### src/rtl/fuzz_campaign_sequencer_if.sv
// AHB-Lite style link between the central fuzzer sequencer and a satellite.
//   hsel    select to satellite
//   hwrite  write enable
//   hwdata  mode word written to satellite
//   hrdata  satellite status returned to the sequencer
interface fuzz_campaign_sequencer_if;
    logic        hsel;
    logic        hwrite;
    logic [31:0] hwdata;
    logic [31:0] hrdata;

    modport master (output hsel, hwrite, hwdata, input hrdata);
    modport slave  (input hsel, hwrite, hwdata, output hrdata);
endinterface

### src/rtl/fuzz_campaign_sequencer.sv
// Sequences a satellite fuzzer through campaigns: for each pass over the
// enabled modes (1=random, 2=mutated) it writes the mode word, waits one
// settle cycle, samples status for DWELL_CYCLES cycles, then parks the
// satellite with mode 0. Crash onsets are counted and time-stamped into a
// crash-log FIFO that persists across campaigns.
// Ports:
//   clk, rst_n         clock, synchronous active-low reset
//   start, abort       campaign control
//   cfg_mode_mask      enabled modes, latched at start
//   cfg_rounds         mask passes per campaign (0 behaves as 1)
//   ahb                master side of the satellite link
//   busy, done         campaign in progress / 1-cycle end pulse
//   crash_count        saturating crash-onset count
//   proto_err          sticky illegal-status flag
//   log_valid/ready/data  crash-log FIFO head, {mode, ts} zero-extended
//   log_overflow       sticky: an entry was dropped on a full FIFO
module fuzz_campaign_sequencer #(
    parameter int DWELL_CYCLES = 64,
    parameter int LOG_DEPTH    = 8,
    parameter int TS_WIDTH     = 30
) (
    input  logic                            clk,
    input  logic                            rst_n,
    input  logic                            start,
    input  logic                            abort,
    input  logic [1:0]                      cfg_mode_mask,
    input  logic [7:0]                      cfg_rounds,
    fuzz_campaign_sequencer_if.master       ahb,
    output logic                            busy,
    output logic                            done,
    output logic [15:0]                     crash_count,
    output logic                            proto_err,
    output logic                            log_valid,
    input  logic                            log_ready,
    output logic [31:0]                     log_data,
    output logic                            log_overflow
);
    localparam int PW  = $clog2(LOG_DEPTH);
    localparam int CW  = PW + 1;
    localparam int DCW = $clog2(DWELL_CYCLES + 1);

    typedef enum logic [2:0] {
        S_IDLE, S_SEL, S_WRITE, S_SETTLE, S_DWELL, S_PARK, S_FINISH
    } state_t;

    state_t              state_q, state_d;
    logic                abort_q, abort_d;
    logic [1:0]          mask_q;
    logic [7:0]          rounds_q;
    logic [7:0]          pass_q;
    logic [1:0]          mode_q;
    logic [DCW-1:0]      dwell_q;
    logic                prev_crash_q;
    logic [TS_WIDTH-1:0] ts_q;
    logic [15:0]         crash_count_q;
    logic                proto_err_q;
    logic                overflow_q;
    logic                zero_done_q;
    logic [31:0]         mem_q [LOG_DEPTH];
    logic [PW-1:0]       wr_ptr_q, rd_ptr_q;
    logic [CW-1:0]       cnt_q;

    logic [1:0]  next_mode;
    logic        last_pass;
    logic        go;
    logic        crash_w, legal_w, onset_w;
    logic        push_w, pop_w, full_w, push_ok;
    logic [31:0] entry_w;

    // Scan order within a pass is mode 1 then mode 2; mode_q remembers the
    // last mode visited so far in this pass (0 = none yet).
    always_comb begin
        next_mode = 2'd0;
        if (mode_q == 2'd0 && mask_q[0])      next_mode = 2'd1;
        else if (mode_q != 2'd2 && mask_q[1]) next_mode = 2'd2;
    end

    assign last_pass = (pass_q + 8'd1) == rounds_q;
    assign go        = (state_q == S_IDLE) && start && !abort && (cfg_mode_mask != 2'b00);

    assign crash_w = ahb.hrdata == {16'hDEAD, 14'b0, mode_q};
    assign legal_w = crash_w || (ahb.hrdata == 32'hF000_0000);
    assign onset_w = crash_w && !prev_crash_q;

    assign entry_w = 32'({mode_q, ts_q});
    assign full_w  = cnt_q == CW'(LOG_DEPTH);
    assign pop_w   = log_valid && log_ready;
    assign push_w  = (state_q == S_DWELL) && onset_w;
    assign push_ok = push_w && (!full_w || pop_w);

    always_ff @(posedge clk) begin
        if (!rst_n) begin
            state_q <= S_IDLE;
            abort_q <= 1'b0;
        end else begin
            state_q <= state_d;
            abort_q <= abort_d;
        end
    end

    always_comb begin
        state_d = state_q;
        abort_d = abort_q;
        case (state_q)
            S_IDLE: begin
                abort_d = 1'b0;
                if (go) state_d = S_SEL;
            end
            S_SEL: begin
                if (next_mode != 2'd0) state_d = S_WRITE;
                else if (last_pass)    state_d = S_FINISH;
            end
            S_WRITE:  state_d = S_SETTLE;
            S_SETTLE: state_d = S_DWELL;
            S_DWELL:  if (dwell_q == DCW'(DWELL_CYCLES - 1)) state_d = S_PARK;
            S_PARK:   state_d = abort_q ? S_IDLE : S_SEL;
            S_FINISH: state_d = S_IDLE;
            default:  state_d = S_IDLE;
        endcase
        // Abort always detours through PARK so the satellite is left idle.
        // Once parking for an abort, a held abort must not re-enter PARK.
        if (abort && state_q != S_IDLE && !(state_q == S_PARK && abort_q)) begin
            state_d = S_PARK;
            abort_d = 1'b1;
        end
    end

    always_ff @(posedge clk) begin
        if (!rst_n) begin
            mask_q        <= '0;
            rounds_q      <= '0;
            pass_q        <= '0;
            mode_q        <= '0;
            dwell_q       <= '0;
            prev_crash_q  <= 1'b0;
            ts_q          <= '0;
            crash_count_q <= '0;
            proto_err_q   <= 1'b0;
            overflow_q    <= 1'b0;
            zero_done_q   <= 1'b0;
            wr_ptr_q      <= '0;
            rd_ptr_q      <= '0;
            cnt_q         <= '0;
        end else begin
            zero_done_q <= (state_q == S_IDLE) && start && !abort && (cfg_mode_mask == 2'b00);

            if (state_q != S_IDLE && ts_q != '1) ts_q <= ts_q + 1'b1;

            if (go) begin
                mask_q        <= cfg_mode_mask;
                rounds_q      <= (cfg_rounds == 8'd0) ? 8'd1 : cfg_rounds;
                pass_q        <= '0;
                mode_q        <= '0;
                ts_q          <= '0;
                crash_count_q <= '0;
                proto_err_q   <= 1'b0;
                overflow_q    <= 1'b0;
            end

            case (state_q)
                S_SEL: begin
                    if (next_mode != 2'd0) begin
                        mode_q <= next_mode;
                    end else if (!last_pass) begin
                        mode_q <= 2'd0;
                        pass_q <= pass_q + 8'd1;
                    end
                end
                S_SETTLE: begin
                    dwell_q      <= '0;
                    prev_crash_q <= 1'b0;
                end
                S_DWELL: begin
                    dwell_q      <= dwell_q + 1'b1;
                    prev_crash_q <= crash_w;
                    if (!legal_w) proto_err_q <= 1'b1;
                    if (onset_w && crash_count_q != 16'hFFFF)
                        crash_count_q <= crash_count_q + 16'd1;
                end
                default: ;
            endcase

            if (push_w && !push_ok) overflow_q <= 1'b1;
            if (push_ok) wr_ptr_q <= wr_ptr_q + 1'b1;
            if (pop_w)   rd_ptr_q <= rd_ptr_q + 1'b1;
            if (push_ok && !pop_w)      cnt_q <= cnt_q + 1'b1;
            else if (!push_ok && pop_w) cnt_q <= cnt_q - 1'b1;
        end
    end

    // Storage needs no reset: the empty count masks stale contents.
    always_ff @(posedge clk) begin
        if (push_ok) mem_q[wr_ptr_q] <= entry_w;
    end

    assign ahb.hsel   = (state_q == S_WRITE) || (state_q == S_PARK);
    assign ahb.hwrite = ahb.hsel;
    assign ahb.hwdata = (state_q == S_WRITE) ? {30'b0, mode_q} : 32'h0;

    assign busy         = state_q != S_IDLE;
    assign done         = (state_q == S_FINISH) || zero_done_q;
    assign crash_count  = crash_count_q;
    assign proto_err    = proto_err_q;
    assign log_valid    = cnt_q != '0;
    assign log_data     = log_valid ? mem_q[rd_ptr_q] : 32'h0;
    assign log_overflow = overflow_q;
endmodule

### src/flat_wrapper.sv
// flat-port wrapper written by rule: the top's interface ports become plain ports
module fuzz_campaign_sequencer_flat 
#(
    parameter int DWELL_CYCLES = 64,
    parameter int LOG_DEPTH    = 8,
    parameter int TS_WIDTH     = 30
)
  (clk, rst_n, start, abort, cfg_mode_mask, cfg_rounds, busy, done, crash_count, proto_err, log_valid, log_ready, log_data, log_overflow, ahb_hsel, ahb_hwrite, ahb_hwdata, ahb_hrdata);
  fuzz_campaign_sequencer_if ahb_i ();
  input  logic clk;
  input  logic rst_n;
  input  logic start;
  input  logic abort;
  input  logic [1:0] cfg_mode_mask;
  input  logic [7:0] cfg_rounds;
  output logic busy;
  output logic done;
  output logic [15:0] crash_count;
  output logic proto_err;
  output logic log_valid;
  input  logic log_ready;
  output logic [31:0] log_data;
  output logic log_overflow;
  output wire logic [$bits(ahb_i.hsel)-1:0] ahb_hsel;
  output wire logic [$bits(ahb_i.hwrite)-1:0] ahb_hwrite;
  output wire logic [$bits(ahb_i.hwdata)-1:0] ahb_hwdata;
  input wire logic [$bits(ahb_i.hrdata)-1:0] ahb_hrdata;
  assign ahb_hsel = ahb_i.hsel;
  assign ahb_hwrite = ahb_i.hwrite;
  assign ahb_hwdata = ahb_i.hwdata;
  assign ahb_i.hrdata = ahb_hrdata;
  fuzz_campaign_sequencer #(.DWELL_CYCLES(DWELL_CYCLES), .LOG_DEPTH(LOG_DEPTH), .TS_WIDTH(TS_WIDTH)) u_core (.clk(clk), .rst_n(rst_n), .start(start), .abort(abort), .cfg_mode_mask(cfg_mode_mask), .cfg_rounds(cfg_rounds), .ahb(ahb_i), .busy(busy), .done(done), .crash_count(crash_count), .proto_err(proto_err), .log_valid(log_valid), .log_ready(log_ready), .log_data(log_data), .log_overflow(log_overflow));
endmodule
### config.mk
export PLATFORM = sky130hd
export DESIGN_NAME = fuzz_campaign_sequencer_flat
export DESIGN_NICKNAME = d
export VERILOG_FILES = /design/src/rtl/fuzz_campaign_sequencer_if.sv /design/src/rtl/fuzz_campaign_sequencer.sv /design/src/flat_wrapper.sv
export SDC_FILE = /design/constraint.sdc
export NUM_CORES = 1
export LEC_CHECK = 0
export BUFFER_PORTS_ARGS = -buffer_cell sky130_fd_sc_hd__buf_4
export CORE_MARGIN = 3
export CORE_UTILIZATION = 35
export DETAILED_ROUTE_END_ITERATION = 10
export PLACE_DENSITY_LB_ADDON = 0.25
export SETUP_SLACK_MARGIN = 0.2
export SYNTH_ARGS = -nofsm -noshare
export SYNTH_HDL_FRONTEND = slang
export SYNTH_SLANG_ARGS = --single-unit
export TNS_END_PERCENT = 20
### constraint.sdc
create_clock -name clk -period 4.9 [get_ports clk]
set_clock_uncertainty 0.15 [all_clocks]
set_input_delay 0.735 -clock clk [delete_from_list [all_inputs] [get_ports clk]]
set_output_delay 0.735 -clock clk [all_outputs]
set_load 0.1 [all_outputs]
==> results_dict.tcl, run 1 <==
set metrics [dict create \
    status "finished clean" \
    worstPathCellList "inv_2, or3_1, nor4_1, and3_1, ha_1, inv_1, ha_1, a21o_1, a21oi_1, xnor2_1, or3_1, a21oi_1" \
    wl_per_cell_um 18.3 \
    postCtsSetupRepairBufs 0 \
    cpPeakStageDelay_ns 0.53 \
    endpoint_kind "register" \
    die_h_um 211 \
    fin_total_pwr_uw 8000 \
    grt_pass1_vias 8903 \
    hold_depth 2 \
    ant_nets 0 \
    antenna_found_initial 0 \
    yosysTopAreaCellShare_pct 52.1 \
    drc_errors 0 \
    rows 74 \
    rsz0062_at_grt "no" \
    critPathRequiredTime_ns 5.18 \
    powerDensity_nw_per_um2 464 \
    hold_start "cfg_mode_mask[0]" \
    clkTransAtPathRegs_ns 0.06 \
    finalHoldViolCount 0 \
    drt-total-wl_mm 31.3 \
    io_buffers 103 \
    track_usage_pct 14.1 \
    synth.cell_area_um2 14700 \
    cts_buffer_depth 3 \
    crit_type "reg -> reg" \
    crit_family "simple AND/OR/NAND/NOR gates" \
    relSlewSlack_pct 35.9 \
    syn_inst 1029 \
    r2r_cells 12 \
    fill_cells 3734 \
    worstReg2RegStart "u_core.state_q[2]" \
    postLayoutCellArea_um2 17200 \
    insertion_delay_ns 0.52 \
    place_congestion 0.765 \
    hold_buffers 0 \
    synthDistinctLibCells 62 \
    worst_setup_path_start_kind "register" \
    layout.nets 1203 \
    start_util_pct 35.8 \
    cts_sinks 350 \
    die_w_um 211 \
    cts_buffers 37 \
    grt_pass1_wl_mm 49.4 \
    num_vias 8730 \
    crit_path_top_delay_cell "or3_1" \
    ys_seq_elements 350 \
    root_buffer "clkbuf_16" \
    drive_gt1_share_pct 22.8 \
    detail_route.iter0.violations 525 \
    htreeDepth 2 \
    hold_end "u_core.zero_done_q" \
    syn_avg_cell_area_um2 14.3 \
    arrival_ns 4.00 \
    yosys-top-cells-count "edfxtp_1, dfxtp_1, nor2_1" \
    period_minus_slack_ns 3.71 \
    core_um2 41200 \
    globalRouteOverflowTotal 0 \
    synth.most_common_cell "edfxtp_1" \
    finalSetupViolCount 0 \
    post-dp-hpwl_mm 19.2 \
    design.die.area_um2 44600 \
    ir_worst_vdd_mv 0.423 \
    maxCapViolations 0 \
    ys_async_sr_fraction_pct 0 \
    synth-main-ff-cell "edfxtp_1" \
    yosys_warnings 0 \
    synth_edf_count 256 \
    cts_tree "yes" \
    grt_start_max_net_pins 44 \
    final_util_pct 41.8 \
    pin_count 134 \
    multiInputGateArea_um2 4850 \
    r2r_end "u_core.cnt_q[3]" \
    hold_path_class "in -> reg" \
    first_pass_iters 5 \
    r2r_setup_slack_ns 1.19 \
    seq_area_frac_synth_pct 64.9 \
    synth_top_area_cell "edfxtp_1" \
    diodes 0 \
    place_area_um2 16100 \
    worst_pin_slew_ns 0.961 \
    period_share_pct 75.8 \
    max_freq_ghz 0.269 \
    regArea_um2 9580 \
    path_max_fanout 9 \
    path_buf_inv 2 \
    p_leak_uw 0.00570 \
    ctsResizeCount 0 \
    slew_viol_final 0 \
    area_growth_pct 16.9 \
    via_per_inst 5.11 \
    synth_area_leaders "edfxtp_1, dfxtp_1, mux4_2" \
]
area by class of cell:
class / instances / share of cell area, %
Sequential cell: 350 / 55.6
Multi-Input combinational cell: 618 / 28.1
Clock buffer: 46 / 5.57
Timing Repair Buffer: 126 / 5.49
Tap cell: 532 / 3.86
Clock inverter: 22 / 1.10
Inverter: 13 / 0.283
power by group:
part | total, µW | switching (µW) | internal [µW] | leakage, µW
registers | 3290 | 87.3 | 3200 | 0.00320
logic | 2070 | 1580 | 492 | 0.00194
clock network | 2640 | 1120 | 1510 | 0.000559
total | 8000 | 2790 | 5210 | 0.00570
through the flow:
step	setup TNS (ns)	setup WS (ns)	hold WS, ns	std cells
2_1_floorplan	-6.64	-0.0629	0.295	1058
3_3_place_gp	0	1.06	0.295	1639
3_5_place_dp	0	1.04	0.313	1639
4_1_cts	0	1.22	0.240	1707
5_1_grt	0	0.913	0.260	1707
6_report	0	1.19	0.268	1707
worst max path at each step:
stage,from,endpoint,slack [ns],cells after the start
global placement,ahb_hrdata[13],u_core.cnt_q[3],1.06,13
floorplan,ahb_hrdata[5],u_core.mem_q[4][0],-0.06,7
finish,u_core.state_q[2],u_core.cnt_q[3],1.19,12
global route,u_core.state_q[2],u_core.cnt_q[3],0.91,12
detailed placement,ahb_hrdata[13],u_core.cnt_q[3],1.04,13
CTS,u_core.state_q[2],u_core.cnt_q[3],1.22,12
state kept, by name (all words and copies together) (netlist names), 3 cells and up, named ones only:
| signal | flops |
|---|---|
| u_core.rd_ptr_q | 3 |
| u_core.wr_ptr_q | 3 |
| u_core.rounds_q | 8 |
| u_core.cnt_q | 4 |
| u_core.dwell_q | 7 |
| u_core.crash_count | 16 |
| u_core.mem_q | 256 |
| u_core.ts_q | 30 |
| u_core.state_q | 3 |
| u_core.pass_q | 8 |
metal layers:
layer | wire (µm) | GRT usage (%)
met3 | 1410 | 2.52
met1 | 13900 | 18.8
met4 | 603 | 3.67
met5 | 0 | 0
met2 | 15400 | 23.8
logic make-up after synthesis:
group                      after synthesis  synth area share, %
AOI/OAI and AO/OA                       94                 3.93
muxes                                  103                 12.4
and+or+nand+nor                        332                 11.6
other                                    1               0.0254
DFF                                    350                 64.9
adders and majority gates               10                0.899
buffers and inverters                   90                 3.31
xor gates and xnor gates                49                 2.91
cells in the final DEF (no fill, tap or decap), types with 17 or more instances in the layout:
master	synthesis	final
mux2i_1	38	38
edfxtp_1	256	256
nand3_1	36	36
nand2_1	60	60
dfxtp_1	94	91
nor3_1	22	20
nor4_1	19	18
o21ai_0	19	18
a21oi_1	36	36
xnor2_1	33	33
clkbuf_16	0	37
buf_4	34	126
nor2_1	94	92
and3_1	17	17
mux4_2	64	64
nand4_1	21	21
conb_1	1	30
No activity file was read; power rests on OpenSTA's default activity.
==> run 2, diff against run 1 <==
clock period = 3.3 ns   (was 4.9 ns; I/O delays follow)
==> results_dict.tcl, run 2 (synthesized netlist as in run 1, its figures left out) <==
set metrics [dict create \
    status "finished clean" \
    ant_nets 0 \
    dp.cells 1661 \
    max_freq_ghz 0.335 \
    swShare_pct 35.0 \
    layout.nets 1229 \
    hold_depth 3 \
    path_max_fanout 24 \
    regArea_um2 9580 \
    insertion_delay_ns 0.52 \
    finalSetupViolCount 0 \
    htreeDepth 2 \
    regMostFlops "u_core.mem_q" \
    crit_path_top_delay_cell "mux4_2" \
    r2r_end "u_core.cnt_q[3]" \
    period_minus_slack_ns 2.98 \
    hold_path_class "in -> reg" \
    rsz0062_at_grt "yes" \
    antenna_found_initial 0 \
    die_w_um 211 \
    period_share_pct 90.4 \
    combPwrFrac_pct 26.5 \
    pin_count 134 \
    drt-total-wl_mm 32.4 \
    ir_worst_vdd_mv 0.490 \
    worst_setup_path_start_kind "register" \
    die_h_um 211 \
    worstPathCellList "buf_12, mux4_2, mux2i_1, nor2_1, buf_4" \
    post-dp-hpwl_mm 20.2 \
    core_um2 41200 \
    r2r_setup_slack_ns 0.33 \
    clkPwrFrac_pct 33.4 \
    cts_tree "yes" \
    place_congestion 0.784 \
    met3_usage_pct 2.60 \
    cts_buffers 39 \
    clkTransAtPathRegs_ns 0.06 \
    drc_errors 0 \
    detail_route.iter0.violations 490 \
    cts_sinks 350 \
    wl_per_cell_um 18.7 \
    grt_pass1_wl_mm 50.8 \
    io_buffers 103 \
    endpoint_kind "primary output" \
    setup_tns_ns 0 \
    design.die.area_um2 44600 \
    rows 74 \
    p_leak_uw 0.00591 \
    cts_buffer_depth 3 \
    stdcell_count 1734 \
    slew_viol_final 0 \
    hold_end "u_core.rounds_q[4]" \
    worst_pin_slew_ns 0.879 \
    final_util_pct 42.9 \
    diodes 0 \
    worstReg2RegStart "u_core.mode_q[1]" \
    grt_start_max_net_pins 65 \
    intPower_uw 7870 \
    globalRouteOverflowTotal 0 \
    postCtsSetupRepairBufs 0 \
    crit_type "reg -> out" \
    final_common_cell "edfxtp_1" \
    drive_gt1_share_pct 24.8 \
    root_buffer "clkbuf_16" \
    start_util_pct 35.8 \
    maxCapViolations 0 \
    hold_start "cfg_rounds[4]" \
    p_seq_share_pct 40.1 \
    p_sw_uw 4240 \
    largest_reg_flops 256 \
    num_vias 8823 \
    gr-usage-met2_pct 24.2 \
    first_pass_iters 5 \
    gr-max-usage-layer "met2" \
    finalHoldViolCount 0 \
    cpPeakStageDelay_ns 0.53 \
    arrival_ns 2.34 \
    multiInputGateArea_um2 4920 \
    area_growth_pct 20.0 \
    track_usage_pct 14.5 \
    grt_pass1_vias 8927 \
    relSlewSlack_pct 40.6 \
    final_cell_mix "edfxtp_1, buf_4, nor2_1, dfxtp_1, mux4_2" \
    via_per_inst 5.09 \
    fill_cells 3738 \
    use_met1_pct 19.9 \
    r2r_cells 12 \
    critPathRequiredTime_ns 2.65 \
    powerDensity_nw_per_um2 684 \
]
-- run 2: cell types whose count changed in the layout (fill, tap and decap cells not counted), moves of 4 or more --
cell     previous run  this run
nor3b_4             0         4
buf_12              0        11
nor3b_2             5         1
buf_4             126       135
-- run 2: how the worst max path moves through the flow --
| stage | from | end | slack, ns | cells past startpoint |
|---|---|---|---|---|
| 6_report | register | log_data[25] | 0.32 | 5 |
| 5_1_grt | u_core.mode_q[1] | u_core.cnt_q[3] | 0.13 | 12 |
| 3_3_place_gp | ahb_hrdata[29] | u_core.cnt_q[3] | 0.0005 | 13 |
| 2_1_floorplan | register | log_data[11] | 0.08 | 5 |
| 3_5_place_dp | ahb_hrdata[29] | u_core.cnt_q[3] | -0.008 | 13 |
| 4_1_cts | register | log_data[19] | 0.20 | 5 |
-- run 2: layer usage --
metal  vias up  wire (µm)
li1       4192          -
met1      4409      14600
met2       180      15800
met3        42       1340
met4         0        597
met5         -          0
-- run 2: repair_timing --
item / in CTS / in global routing
resized for setup: 2 / 1
endpoints found under the setup margin: 9 / 11
hold buffers: 2 / 0
hold endpoints to repair: 1 / 0
-- run 2: layout make-up --
class	count	share of cell area, %
sequential	350	54.1
multi-input combinational	618	27.8
inverter	13	0.276
timing repair buffer	150	7.23
clock inverter	23	0.983
tap	532	3.76
clock buffer	48	5.82
-- run 2: critical path: cells and delay by family (launching register included) --
family | cells | cell delay, ns
simple gates | 1 | 0.07
flops | 1 | 0.43
buf+inv | 2 | 0.50
mux | 2 | 0.81
-- run 2: through the flow --
| stage | setup slack, ns | hold slack [ns] | total power, µW | area [µm²] |
|---|---|---|---|---|
| after floorplan | 0.0788 | 0.295 | 7450 | 15000 |
| after global placement | 0.000469 | 0.304 | 8170 | 16500 |
| after detailed placement | -0.00757 | 0.309 | 8190 | 16500 |
| after CTS | 0.200 | 0.0545 | 12300 | 17700 |
| after global routing | 0.135 | 0.0727 | 12600 | 17700 |
| final | 0.316 | 0.0737 | 12100 | 17700 |
-- run 2: power groups by stage --
| stage | Clock [µW] | Sequential (µW) | Combinational [µW] |
|---|---|---|---|
| after global placement | 0 | 4940 | 3230 |
| after floorplan | 0 | 4940 | 2520 |
| final | 4050 | 4850 | 3210 |
| after global routing | 4350 | 4870 | 3390 |
| after CTS | 4170 | 4850 | 3260 |
| after detailed placement | 0 | 4940 | 3250 |
==> run 3, diff against run 2 <==
ABC_AREA = 1   (was not set)
clock period = 3.76 ns   (was 3.3 ns; I/O delays follow)
==> results_dict.tcl, run 3 <==
set metrics [dict create \
    yosys-top-cells-count "nor2_1, edfxtp_1, o21ai_0" \
    synth_area_leaders "edfxtp_1, dfxtp_1, nor2_1" \
    synth-main-ff-cell "edfxtp_1" \
    insertion_delay_ns 0.54 \
    worst_pin_slew_ns 0.830 \
    via_per_inst 4.97 \
    finalSetupViolCount 0 \
    cts_sinks 350 \
    io_buffers 103 \
    ir_worst_vdd_mv 0.752 \
    synth.most_common_cell "nor2_1" \
    r2r_end "u_core.cnt_q[3]" \
    post-dp-hpwl_mm 23.9 \
    arrival_ns 2.62 \
    die_h_um 217 \
    rsz0062_at_grt "yes" \
    period_minus_slack_ns 3.34 \
    critPathCapture "log_data[20]" \
    seq_area_frac_synth_pct 61.4 \
    place_congestion 0.864 \
    synthDistinctLibCells 52 \
    cts_buffer_depth 3 \
    rows 76 \
    cts_tree "yes" \
    powerDensity_nw_per_um2 788 \
    regMostFlops "u_core.mem_q" \
    design.die.area_um2 47100 \
    grt_start_max_net_pins 77 \
    drc_errors 0 \
    synth.cell_area_um2 15600 \
    synth_top_area_cell "edfxtp_1" \
    synth_edf_count 256 \
    critPathLaunch "u_core.cnt_q[0]" \
    r2r_cells 20 \
    postCtsSetupRepairBufs 0 \
    status "finished clean" \
    final_cell_mix "nor2_1, edfxtp_1, o21ai_0" \
    area_growth_pct 16.7 \
    root_buffer "clkbuf_16" \
    globalRouteOverflowTotal 0 \
    wl_per_cell_um 16.8 \
    path_max_fanout 19 \
    track_usage_pct 16.1 \
    critPathRequiredTime_ns 3.05 \
    cts_buffers 38 \
    ys_seq_elements 350 \
    ys_async_sr_fraction_pct 0 \
    layout.nets 1726 \
    postLayoutCellArea_um2 18200 \
    htreeDepth 2 \
    worst_setup_path_start_kind "register" \
    die_w_um 217 \
    max_freq_ghz 0.300 \
    yosysTopAreaCellShare_pct 49.3 \
    period_share_pct 88.7 \
    detail_route.iter0.violations 818 \
    syn_avg_cell_area_um2 9.88 \
    final_common_cell "nor2_1" \
    r2r_setup_slack_ns 0.61 \
    core_um2 43600 \
    largest_reg_flops 256 \
    drive_gt1_share_pct 14.1 \
    endpoint_kind "primary output" \
    slew_viol_final 0 \
    num_vias 11400 \
    hold_path_class "in -> reg" \
    clkTransAtPathRegs_ns 0.06 \
    start_util_pct 35.8 \
    place_area_um2 17000 \
    hold_slack_ns 0.153 \
    grt_pass1_wl_mm 60.9 \
    yosys_warnings 0 \
    diodes 0 \
    crit_type "reg -> out" \
    ant_nets 0 \
    maxCapViolations 0 \
    p_leak_uw 0.00634 \
    fin_total_pwr_uw 14300 \
    syn_inst 1576 \
    antenna_found_initial 0 \
    finalHoldViolCount 0 \
    relSlewSlack_pct 44.2 \
    first_pass_iters 5 \
    pin_count 134 \
    drt-total-wl_mm 38.4 \
    grt_pass1_vias 11000 \
    worstReg2RegStart "u_core.mode_q[1]" \
]
[run 3: cells by family (layout without fill, tap and decap cells)]
family	Yosys count	after routing	share of synthesized area [%]
adder cells (fa/ha/maj)	10	10	0.851
AO/OA/AOI/OAI	360	360	12.5
XOR/XNOR	23	23	1.29
other	1	30	0.0241
buffers and inverters	204	298	6.22
AND/OR/NAND/NOR	628	628	17.7
flip-flops	350	350	61.4
[run 3: how the worst min path moves through the flow]
stage,startpoint,end,slack (ns),depth (start not counted)
2_1_floorplan,u_core.rd_ptr_q[2],register,0.28,2
3_3_place_gp,u_core.rd_ptr_q[2],register,0.30,2
3_5_place_dp,u_core.log_overflow,u_core.log_overflow,0.30,2
4_1_cts,cfg_rounds[0],u_core.rounds_q[0],0.13,3
5_1_grt,cfg_rounds[0],u_core.rounds_q[0],0.15,3
6_report,cfg_rounds[0],u_core.rounds_q[0],0.15,3
[run 3: per-stage QoR]
step	setup TNS, ns	util [%]	setup WS (ns)	std cells
after global routing	0	41.8	0.171	2284
after floorplan	-22.04	-	-0.578	1605
after CTS	0	41.7	0.343	2284
after global placement	0	39.0	0.207	2214
final	0	41.8	0.425	2284
after detailed placement	0	39.0	0.194	2214
[run 3: final cells by class]
class | count | area (µm²)
clock buffer | 50 | 1040
clock inverter | 20 | 164
fill | 4264 | 25400
inverter | 104 | 397
multi-input combinational | 1051 | 5210
sequential | 350 | 9580
tap | 585 | 732
timing repair buffer | 124 | 1070
[run 3: routing by layer]
| layer | part of all wire, % | up-vias | track usage, % |
|---|---|---|---|
| met5 | 0 | - | 0 |
| met4 | 1.7 | 0 | 3.89 |
| met3 | 4.6 | 56 | 2.89 |
| met2 | 48 | 264 | 27.3 |
| met1 | 45 | 5391 | 21.6 |
| li1 | - | 5644 | - |
[run 3: where the power goes]
group	switching [µW]	total [µW]	leakage (µW)	internal, µW
Sequential	162	4390	0.00308	4230
Clock	1510	3600	0.000584	2090
Combinational	4960	6320	0.00267	1360
[run 3: what timing repair did]
item,4_1_cts,5_1_grt
hold buffers,0,0
resized for setup,0,2
endpoints found under the setup margin,0,3
[run 3: critical path, stage by stage, from the launching register on]
cell and delay [ns]:
dfxtp_1 0.41, nor2_1 0.07, nand2_1 0.08, nor2_1 0.05, inv_1 0.43, buf_12 0.25, o21ai_0 0.11, a31oi_1 0.31
buf_4 0.36
